$ cat config.mk
export PLATFORM = sky130hd
export DESIGN_NAME = seg7_scan_display
export DESIGN_NICKNAME = d
export VERILOG_FILES = /design/src/rtl/seg7_pkg.sv /design/src/rtl/seg7_hex_decode.sv /design/src/rtl/seg7_scan_display.sv
export SDC_FILE = /design/constraint.sdc
export NUM_CORES = 1
export LEC_CHECK = 0
export CAP_MARGIN = 20
export CORE_ASPECT_RATIO = 1.25
export CORE_MARGIN = 8
export CORE_UTILIZATION = 35
export DETAILED_ROUTE_END_ITERATION = 12
export GPL_TIMING_DRIVEN = 0
export SYNTH_ARGS = -nofsm -noshare
export SYNTH_HDL_FRONTEND = slang
export SYNTH_SLANG_ARGS = --single-unit
$ cat constraint.sdc
create_clock -name HCLK -period 3.7 [get_ports HCLK]
set_clock_uncertainty 0.15 [all_clocks]
set_input_delay 0.37 -clock HCLK [delete_from_list [all_inputs] [get_ports HCLK]]
set_output_delay 0.37 -clock HCLK [all_outputs]
set_load 0.05 [all_outputs]
$ cat src/rtl/seg7_pkg.sv
// rtl/seg7_pkg.sv - shared types and segment constants for the 7-segment scanner
package seg7_pkg;

  typedef enum logic {
    ST_IDLE  = 1'b0,
    ST_FLASH = 1'b1
  } state_t;

  localparam logic [7:0] SEG_DASH  = 8'hBF;
  localparam logic [7:0] SEG_BLANK = 8'hFF;

  // Active-low {g,f,e,d,c,b,a} per hex nibble; entry 0 is the rightmost element.
  localparam logic [15:0][6:0] HEX_SEG_TABLE = {
    7'h0E, 7'h06, 7'h21, 7'h46, 7'h03, 7'h08, 7'h10, 7'h00,
    7'h78, 7'h02, 7'h12, 7'h19, 7'h30, 7'h24, 7'h79, 7'h40
  };

endpackage

$ cat src/rtl/seg7_hex_decode.sv
// rtl/seg7_hex_decode.sv - combinational hex nibble to active-low segment decoder
module seg7_hex_decode
  import seg7_pkg::*;
(
  input  logic [3:0] nibble,
  output logic [6:0] segments
);

  assign segments = HEX_SEG_TABLE[nibble];

endmodule

$ cat src/rtl/seg7_scan_display.sv
// rtl/seg7_scan_display.sv - four-digit multiplexed 7-segment scanner with dp flash on new values
module seg7_scan_display
  import seg7_pkg::*;
#(
  parameter int CLK_DIV      = 1000,
  parameter int FLASH_FRAMES = 8,
  parameter int LZ_BLANK     = 0
) (
  input  logic        HCLK,
  input  logic        HRESET,
  input  logic [15:0] DataIn,
  input  logic        DataValid,
  output logic [3:0]  nDigit,
  output logic [7:0]  nSegment,
  output logic        FrameEnd
);

  localparam int FC_W = (FLASH_FRAMES < 2) ? 1 : $clog2(FLASH_FRAMES + 1);

  logic [15:0]     cap_data;
  logic            cap_valid;
  logic            prev_valid;
  logic [15:0]     presc;
  logic [1:0]      idx;
  logic            started;
  logic            tick;
  logic            frame_end;
  logic            trigger;
  state_t          state, state_next;
  logic [FC_W-1:0] frame_cnt, frame_cnt_next;
  logic [15:0]     last_shown;
  logic [1:0]      nxt_idx;
  logic [3:0]      nibble;
  logic [6:0]      hex7;
  logic            lz_hit;
  logic [7:0]      seg_next;

  always_ff @(posedge HCLK or posedge HRESET) begin
    if (HRESET) begin
      cap_data   <= 16'h0000;
      cap_valid  <= 1'b0;
      prev_valid <= 1'b0;
    end else begin
      cap_data   <= DataIn;
      cap_valid  <= DataValid;
      prev_valid <= cap_valid;
    end
  end

  assign tick      = (presc == 16'(CLK_DIV - 1));
  assign frame_end = tick && (idx == 2'd3);
  assign FrameEnd  = frame_end;
  assign trigger   = cap_valid && (!prev_valid || (cap_data != last_shown));

  always_ff @(posedge HCLK or posedge HRESET) begin
    if (HRESET) begin
      presc <= 16'h0000;
      idx   <= 2'd0;
    end else if (tick) begin
      presc <= 16'h0000;
      idx   <= idx + 2'd1;
    end else begin
      presc <= presc + 16'd1;
    end
  end

  // A trigger reload wins over a same-cycle frame decrement.
  always_comb begin
    state_next     = state;
    frame_cnt_next = frame_cnt;
    case (state)
      ST_IDLE: begin
        if (trigger && (FLASH_FRAMES > 0)) begin
          state_next     = ST_FLASH;
          frame_cnt_next = FC_W'(FLASH_FRAMES);
        end
      end
      ST_FLASH: begin
        if (!cap_valid) begin
          state_next     = ST_IDLE;
          frame_cnt_next = '0;
        end else if (trigger) begin
          frame_cnt_next = FC_W'(FLASH_FRAMES);
        end else if (frame_end) begin
          if (frame_cnt <= FC_W'(1)) begin
            state_next     = ST_IDLE;
            frame_cnt_next = '0;
          end else begin
            frame_cnt_next = frame_cnt - FC_W'(1);
          end
        end
      end
      default: begin
        state_next     = ST_IDLE;
        frame_cnt_next = '0;
      end
    endcase
  end

  always_ff @(posedge HCLK or posedge HRESET) begin
    if (HRESET) begin
      state      <= ST_IDLE;
      frame_cnt  <= '0;
      last_shown <= 16'h0000;
    end else begin
      state     <= state_next;
      frame_cnt <= frame_cnt_next;
      if (trigger) begin
        last_shown <= cap_data;
      end
    end
  end

  // Segments are computed for the slot about to start, using the post-tick state.
  assign nxt_idx = idx + 2'd1;
  assign nibble  = cap_data[{nxt_idx, 2'b00} +: 4];

  seg7_hex_decode u_hex (
    .nibble   (nibble),
    .segments (hex7)
  );

  always_comb begin
    lz_hit = 1'b0;
    case (nxt_idx)
      2'd3:    lz_hit = (cap_data[15:12] == 4'h0);
      2'd2:    lz_hit = (cap_data[15:8] == 8'h00);
      2'd1:    lz_hit = (cap_data[15:4] == 12'h000);
      default: lz_hit = 1'b0;
    endcase
  end

  always_comb begin
    seg_next = {~(state_next == ST_FLASH), hex7};
    if (!cap_valid) begin
      seg_next = SEG_DASH;
    end else if ((LZ_BLANK != 0) && lz_hit) begin
      seg_next = SEG_BLANK;
    end
  end

  // Anodes stay off until the first slot after reset, and for one cycle at every slot start.
  always_ff @(posedge HCLK or posedge HRESET) begin
    if (HRESET) begin
      nDigit   <= 4'hF;
      nSegment <= SEG_BLANK;
      started  <= 1'b0;
    end else if (tick) begin
      nDigit   <= 4'hF;
      nSegment <= seg_next;
      started  <= 1'b1;
    end else if (started) begin
      nDigit <= ~(4'b0001 << idx);
    end
  end

endmodule
==> results_dict.tcl, run 1 <==
set metrics [dict create \
    status "finished clean" \
    cp.arrival_ns 2.90 \
    finalSetupViolCount 0 \
    wl_per_cell_um 13.9 \
    initial_utilization_pct 35.9 \
    dieArea_sq_um 12800 \
    yosys_warnings 0 \
    synthArstFlopShare_pct 100 \
    htreeDepth 3 \
    hold_viol_final 0 \
    min_path_type "reg -> reg" \
    r2r_slack_ns 0.75 \
    grt_max_degree 71 \
    die_width_um 103 \
    drc 0 \
    grt_pass1_vias 2329 \
    grt_pass1_wl_mm 11.0 \
    peakVddDrop_v 0.000240 \
    critical_path_class "reg -> out" \
    tightestPinTransition_ns 0.840 \
    tritoncts "built" \
    synth-seq-cells 70 \
    place.port_buffers 31 \
    yosysTopAreaCellShare_pct 44.1 \
    area.growth.synth_to_final_pct 23.8 \
    globalplace.congestion 0.835 \
    cp-end-kind "output pin" \
    cts_hold_buf 0 \
    rows 39 \
    root_buffer "clkbuf_16" \
    cts-resized-gates 0 \
    cp-start-kind "register" \
    whs_path_depth 0 \
    filler_cell_count 899 \
    leakage_nw 1.72 \
    hpwl_mm 4.62 \
    rsz0062_at_grt "false" \
    post-route-min-period_ns 3.42 \
    antenna_found_initial 0 \
    whs_ns 0.299 \
    first_pass_iters 4 \
    synth_top_flop_cell "dfrtp_1" \
    maxCapViolCount 0 \
    die_y_um 124 \
    dr_total_vias 2205 \
    ys_types 41 \
    clkLatencyLatePin_ns 0.32 \
    yosysTopAreaCell "dfrtp_1" \
    drt-total-wl_mm 6.30 \
    grt_overflow 0 \
    viasPerCell 4.88 \
    syn_area_sq_um 3290 \
    worstPathMaxFanout 6 \
    drive_above_1_share_pct 18.5 \
    drt.antenna.violating_nets 0 \
    clkSinkCount 70 \
    syn_inst 282 \
    avgSynthCellArea_sq_um 11.7 \
    post-cts-setup-buffer-count 0 \
    finalMaxSlewViolations 0 \
    syn_nets 314 \
    maxSlewHeadroom_pct 44.0 \
    power_density_nw_per_um2 448 \
    cts_buffers 9 \
    grt_use_total_pct 11.0 \
    clockBufferDepth 2 \
    cts.clk_slew.worst_paths_ns 0.05 \
    fin_tns_setup_ns 0 \
    fmax_ghz 0.293 \
    rr_worst_depth 8 \
    core_area_sq_um 9170 \
    antenna_cells 0 \
    drt-initial-drc-count 103 \
    synthTopCellsByArea "dfrtp_1, dfstp_2, mux2_2" \
    yosysSeqAreaShare_pct 53.6 \
    synth_edf_count 0 \
    finalNetCount 356 \
    cp.required_ns 3.18 \
    io_pins 32 \
    fin_crit_sh_pct 92.3 \
]
report_power, final:
| part | total [mW] | internal (mW) | switching, mW | leakage, nW |
|---|---|---|---|---|
| clock | 0.893 | 0.606 | 0.288 | 0.157 |
| combinational | 0.116 | 0.0600 | 0.0557 | 0.727 |
| sequential | 0.819 | 0.797 | 0.0220 | 0.835 |
worst max-delay path, cell delays in order (launching register included):
cell             delay (ns)
dfrtp_1                0.43
or4b_1                 0.59
nor4_2                 0.47
nand2_1                0.21
inv_1                  0.08
clkdlybuf4s50_1        0.80
layout make-up:
type                       count  area [sq um]  area share (%)
clock buffer                  12           246            6.05
tap                          123           154            3.78
timing repair buffer          31           310            7.61
sequential                    70          1770            43.3
multi-input combinational    190          1440            35.3
inverter                      13          51.3            1.26
clock inverter                 4          70.1            1.72
buffer                         9          38.8           0.952
metrics by stage:
| step | worst slack, ns | power (mW) | util [%] | instances | area, sq um |
|---|---|---|---|---|---|
| 2_1_floorplan | 1.18 | 0.905 | - | 282 | 3290 |
| 3_3_place_gp | 0.275 | 0.946 | 41.0 | 436 | 3760 |
| 3_5_place_dp | 0.599 | 0.950 | 41.0 | 436 | 3760 |
| 4_1_cts | 0.246 | 1.86 | 44.4 | 452 | 4080 |
| 5_1_grt | 0.120 | 1.91 | 44.4 | 452 | 4080 |
| 6_report | 0.283 | 1.83 | 44.4 | 452 | 4080 |
cells by family after synthesis:
logic type                 after synthesis  share of synthesized area [%]
adders and majority gates               13                           4.94
xor gates and xnor gates                29                           7.71
AOI/OAI and AO/OA                       36                           6.80
muxes                                   26                           10.1
DFF                                     70                           53.6
buffers and inverters                   22                           2.66
and+or+nand+nor                         86                           14.1
sequential cells by signal (all words and copies together) (netlist names):
signal      flops
presc          16
nDigit          4
cap_data       16
prev_valid      1
last_shown     16
idx             2
started         1
cap_valid       1
nSegment        8
state           1
frame_cnt       4
synth_stat cells (2+ instances only):
library cell  instances
o211ai_1              3
o221a_2               2
and2_1                3
xor2_1               20
nand3_1              12
buf_2                 4
nand4_1               3
and3_1                2
o21a_1                3
ha_1                 13
nor2b_1               5
or4_1                 3
or3_1                 3
mux2_2               19
xnor2_1               9
mux4_2                4
dfrtp_1              58
nand2_1              20
nor4_1                4
nor3_1                4
inv_1                13
nor2_1               19
o31ai_1               2
dfstp_2              12
mux2i_1               3
a21oi_1              11
o21ai_0              11
clkbuf_1              4
routing by layer:
metal / GRT usage, % / share of wire, % / up-vias
met5: 0 / 0 / -
met4: 4.18 / 1.0 / 0
met3: 3.36 / 4.3 / 6
met2: 18.4 / 52 / 38
met1: 12.6 / 42 / 1096
li1: - / - / 1065
cell usage in the layout, fill, tap and decap left out, types with 6 or more instances in the layout:
cell	count
dfrtp_1	58
clkdlybuf4s50_1	31
xor2_1	20
nand2_1	20
mux2_2	19
nor2_1	19
ha_1	13
nand3_1	12
inv_1	12
dfstp_2	12
o21ai_0	11
a21oi_1	11
xnor2_1	9
clkbuf_16	9
clkbuf_1	6
path summary, 6_finish.rpt:
path | start | end
min in group asynchronous | HRESET | presc[4]
max reg2reg | idx[0] | nSegment[0]
max | presc[12] | FrameEnd
max in group asynchronous | HRESET | last_shown[12]
min | cap_valid | prev_valid
min reg2reg | cap_valid | prev_valid
(Power assumes the default switching activity.)
==> inputs of run 2 (changes only) <==
--- a/config.mk
+++ b/config.mk
@@ -5,9 +5,10 @@
 export SDC_FILE = /design/constraint.sdc
 export NUM_CORES = 1
 export LEC_CHECK = 0
+export ABC_AREA = 1
 export CAP_MARGIN = 20
 export CORE_ASPECT_RATIO = 1.25
-export CORE_MARGIN = 8
+export CORE_MARGIN = 1.5
 export CORE_UTILIZATION = 35
 export DETAILED_ROUTE_END_ITERATION = 12
 export GPL_TIMING_DRIVEN = 0
==> results_dict.tcl, run 2 <==
set metrics [dict create \
    synthMostInstantiatedCell "nand2_1" \
    initial_utilization_pct 35.8 \
    fmax_ghz 0.349 \
    grt_use_total_pct 14.9 \
    clkLatencyLatePin_ns 0.33 \
    power_density_nw_per_um2 460 \
    tightestPinTransition_ns 0.848 \
    htreeDepth 3 \
    hpwl_mm 5.21 \
    cpMaxStageDelayCell "clkdlybuf4s50_1" \
    post-route-min-period_ns 2.87 \
    drt.antenna.violating_nets 0 \
    cts-resized-gates 0 \
    cts_hold_buf 0 \
    rsz0062_at_grt "false" \
    worstPathMaxFanout 10 \
    drc 0 \
    clockBufferDepth 2 \
    root_buffer "clkbuf_16" \
    status "finished clean" \
    max_stage_delay_ns 0.81 \
    clkSinkCount 70 \
    filler_cell_count 1025 \
    finalNetCount 515 \
    tritoncts "built" \
    antenna_found_initial 0 \
    synth_edf_count 0 \
    drt-total-wl_mm 7.13 \
    critical_path_class "reg -> out" \
    wl_per_cell_um 11.6 \
    synthTopCellsByArea "dfrtp_1, nand2_1, dfstp_2" \
    cts_buffers 9 \
    critical_path_buf_inv_count 3 \
    die_width_um 93.7 \
    syn_nets 473 \
    yosysTopAreaCell "dfrtp_1" \
    globalplace.congestion 0.829 \
    grt_pass1_wl_mm 12.7 \
    finalMaxSlewViolations 0 \
    top_regs "cap_data x16, last_shown x16, presc x16" \
    first_pass_iters 4 \
    cp-end-kind "output pin" \
    peakVddDrop_v 0.000215 \
    maxSlewHeadroom_pct 43.5 \
    synthArstFlopShare_pct 100 \
    viasPerCell 4.50 \
    syn_inst 441 \
    avgSynthCellArea_sq_um 8.16 \
    area.growth.synth_to_final_pct 23.5 \
    drt-initial-drc-count 121 \
    drive_above_1_share_pct 13.5 \
    maxCapViolCount 0 \
    min_path_type "reg -> reg" \
    fin_crit_sh_pct 77.5 \
    crit_family "buffers and inverters" \
    cpMostUsedCell "nand2_1" \
    dr_total_vias 2776 \
    yosys_warnings 0 \
    cp.required_ns 3.18 \
    grt_overflow 0 \
    final_common_cell "nand2_1" \
    yosysTopAreaCellShare_pct 40.3 \
    synthTopCellsByCount "nand2_1, dfrtp_1, inv_1" \
    worstPathCellList "ha_1 > nand2_1 > inv_1 > nand2_1 > nor2_1 > nand2_1 > buf_6 > nor2_1 > clkdlybuf4s50_1" \
    rows 41 \
    synth-seq-cells 70 \
    post-cts-setup-buffer-count 0 \
    ys_types 34 \
    cts.clk_slew.worst_paths_ns 0.06 \
    synth_top_flop_cell "dfrtp_1" \
    grt_max_degree 71 \
    cp-start-kind "register" \
    placed_cell_area_sq_um 4070 \
    die_y_um 116 \
    finalSetupViolCount 0 \
    syn_area_sq_um 3600 \
    fin_area_sq_um 4440 \
    hold_viol_final 0 \
    leakage_nw 2.23 \
    io_pins 32 \
    antenna_cells 0 \
    core_area_sq_um 10100 \
    r2r_slack_ns 1.17 \
    place.port_buffers 31 \
    fin_tns_setup_ns 0 \
    grt_pass1_vias 2813 \
    final_cell_mix "nand2_1, dfrtp_1, inv_1" \
    yosysSeqAreaShare_pct 49.1 \
    cp.arrival_ns 2.35 \
    dieArea_sq_um 10900 \
]
run 2: kinds of logic (layout without fill, tap and decap cells):
logic type,Yosys count,after routing,share of synthesized area (%)
AND/OR/NAND/NOR,233,233,27.4
AO/OA/AOI/OAI,37,37,6.40
XOR/XNOR,13,13,3.16
adder cells (fa/ha/maj),13,13,4.52
buffers and inverters,75,122,9.42
flip-flops,70,70,49.1
run 2: final cells by class:
| type | count | area, sq um | area share (%) |
|---|---|---|---|
| buffer | 7 | 81.3 | 1.83 |
| clock buffer | 10 | 239 | 5.38 |
| clock inverter | 6 | 133 | 2.98 |
| inverter | 68 | 260 | 5.86 |
| multi-input combinational | 296 | 1490 | 33.6 |
| sequential | 70 | 1770 | 39.8 |
| tap | 129 | 161 | 3.63 |
| timing repair buffer | 31 | 310 | 6.98 |
run 2: per-layer routing:
metal  up-vias  GRT usage (%)  wire [um]
met1      1287           17.8       3180
li1       1436              -          -
met2        42           25.9       3580
met5         -              0          0
met4         0           5.37        132
met3        11           3.71        238
run 2: worst paths after layout:
check,start,endpoint,depth (start not counted)
worst min-delay path,cap_valid,prev_valid,0
min in group asynchronous,HRESET,presc[11],2
worst min register to register,cap_valid,prev_valid,0
worst max-delay path,presc[0],FrameEnd,9
max in group asynchronous,HRESET,cap_data[13],2
worst max register to register,idx[0],nSegment[3],13
run 2: per-stage QoR:
step	setup WS [ns]	total power, mW	std cells	hold slack [ns]	utilization [%]
floorplan	1.43	0.937	441	0.199	-
global placement	0.203	0.982	601	0.207	40.5
detailed placement	1.19	0.988	601	0.222	40.5
CTS	0.822	2.07	617	0.239	44.2
global route	0.707	2.13	617	0.262	44.2
finish	0.831	2.04	617	0.239	44.2
run 2: power breakdown:
group	internal, mW	total [mW]	switching, mW	leakage, nW
combinational	0.0642	0.152	0.0876	1.21
sequential	0.796	0.821	0.0254	0.842
clock	0.744	1.07	0.327	0.179
total	1.60	2.04	0.440	2.23
==> inputs of run 3 (changes only) <==
==> constraint.sdc (replaced) <==
create_clock -name HCLK -period 2.62 [get_ports HCLK]
set_clock_uncertainty 0.15 [all_clocks]
set_input_delay 0.262 -clock HCLK [delete_from_list [all_inputs] [get_ports HCLK]]
set_output_delay 0.262 -clock HCLK [all_outputs]
set_load 0.05 [all_outputs]
==> results_dict.tcl, run 3 (synthesized netlist as in run 2, its figures left out) <==
set metrics [dict create \
    status "finished clean" \
    worstPathMaxFanout 10 \
    place.port_buffers 31 \
    drt-initial-drc-count 137 \
    globalplace.congestion 0.829 \
    swShare_pct 21.6 \
    total_power_mw 2.89 \
    io_pins 32 \
    drt-total-wl_mm 7.18 \
    cts_hold_buf 0 \
    viasPerCell 4.53 \
    post-route-min-period_ns 2.48 \
    drc 0 \
    dieArea_sq_um 10900 \
    grt_overflow 0 \
    p_switching_mw 0.624 \
    seq_area_sq_um 1770 \
    clockBufferDepth 2 \
    clkSinkCount 70 \
    initial_utilization_pct 35.8 \
    maxSlewHeadroom_pct 43.7 \
    rsz0062_at_grt "false" \
    placed_cell_area_sq_um 4070 \
    min_path_type "in -> reg" \
    drt.antenna.violating_nets 0 \
    final_common_cell "nand2_1" \
    dr_total_vias 2792 \
    cp.required_ns 2.21 \
    power_density_nw_per_um2 650 \
    pwr-share-clk_pct 52.4 \
    cts.clk_slew.worst_paths_ns 0.06 \
    p_comb_share_pct 7.4 \
    finalNetCount 515 \
    drive_above_1_share_pct 13.9 \
    finalMaxSlewViolations 0 \
    p_seq_share_pct 40.1 \
    hpwl_mm 5.21 \
    fin_tns_setup_ns 0 \
    grt_max_degree 71 \
    critical_path_class "reg -> out" \
    tightestPinTransition_ns 0.845 \
    core_area_sq_um 10100 \
    area.growth.synth_to_final_pct 23.5 \
    cp.arrival_ns 2.07 \
    cts_buffers 9 \
    grt_pass1_vias 2813 \
    die_y_um 116 \
    fmax_ghz 0.404 \
    die_width_um 93.7 \
    grt_pass1_wl_mm 12.7 \
    peakVddDrop_v 0.000304 \
    wl_per_cell_um 11.6 \
    finalSetupViolCount 0 \
    first_pass_iters 4 \
    antenna_found_initial 0 \
    hold_viol_final 0 \
    tritoncts "built" \
    rows 41 \
    htreeDepth 3 \
    antenna_cells 0 \
    top_regs "cap_data x16, last_shown x16, presc x16" \
    p_int_mw 2.26 \
    maxCapViolCount 0 \
    clkLatencyLatePin_ns 0.34 \
    leakage_nw 2.23 \
    multi_input_area_sq_um 1500 \
    cp-end-kind "output pin" \
    grt_use_total_pct 14.9 \
    filler_cell_count 1028 \
    cp-start-kind "register" \
    fin_area_sq_um 4450 \
    root_buffer "clkbuf_16" \
    final_cell_mix "nand2_1, dfrtp_1, inv_1" \
    fin_crit_sh_pct 94.5 \
]
run 3: metrics by stage:
step                      std cells  util, %  hold WS, ns  setup slack [ns]
after detailed placement        601     40.5        0.222             0.129
after global placement          601     40.5        0.207            -0.769
final                           617     44.2        0.210             0.143
after global routing            617     44.2        0.207            0.0110
after floorplan                 441        -        0.143             0.449
after CTS                       617     44.2        0.205            0.0941
run 3: power by group through the flow:
stage               clock (mW)  sequential (mW)  combinational [mW]
CTS                       1.55             1.16               0.219
floorplan                    0             1.17               0.156
detailed placement           0             1.18               0.218
finish                    1.51             1.16               0.215
global placement             0             1.18               0.212
global route              1.59             1.16               0.247
run 3: worst max-delay path, cell delays in order (launching register included):
cell and delay, ns:
dfrtp_1 0.36, ha_1 0.17, nand2_1 0.07, inv_1 0.08, nand2_1 0.08, nor2_1 0.10, nand2_1 0.08, buf_6 0.15
nor2_1 0.10, dlygate4sd2_1 0.53
run 3: cell type report:
type	count	area share [%]
multi-input cells	296	33.6
clock buffers	10	5.38
flip-flops and latches	70	39.7
clock inverters	6	2.98
repair buffers	31	6.95
inverters	68	5.85
well taps	129	3.63
plain buffers	7	1.83
run 3: what timing repair did:
item                                    CTS  global route
gates cloned                              0             0
endpoints found under the setup margin    1             4
setup buffers                             0             0
gates resized for setup                   1             3
pin swaps                                 0             0
run 3: final timing paths:
path	start	to	slack, ns	cells after the start
min reg2reg	cap_valid	prev_valid	0.24	0
max reg2reg	idx[0]	nSegment[3]	0.21	13
min in group asynchronous	HRESET	presc[11]	0.30	2
min	DataValid	cap_valid	0.21	1
max in group asynchronous	HRESET	cap_data[13]	1.46	2
max	presc[0]	FrameEnd	0.14	9
run 3: metal layers:
layer | GRT usage, % | up-vias | share of wire [%]
met4 | 5.37 | 0 | 2.1
li1 | - | 1435 | -
met5 | 0 | - | 0
met3 | 3.71 | 14 | 3.5
met1 | 17.8 | 1299 | 44
met2 | 25.9 | 44 | 50
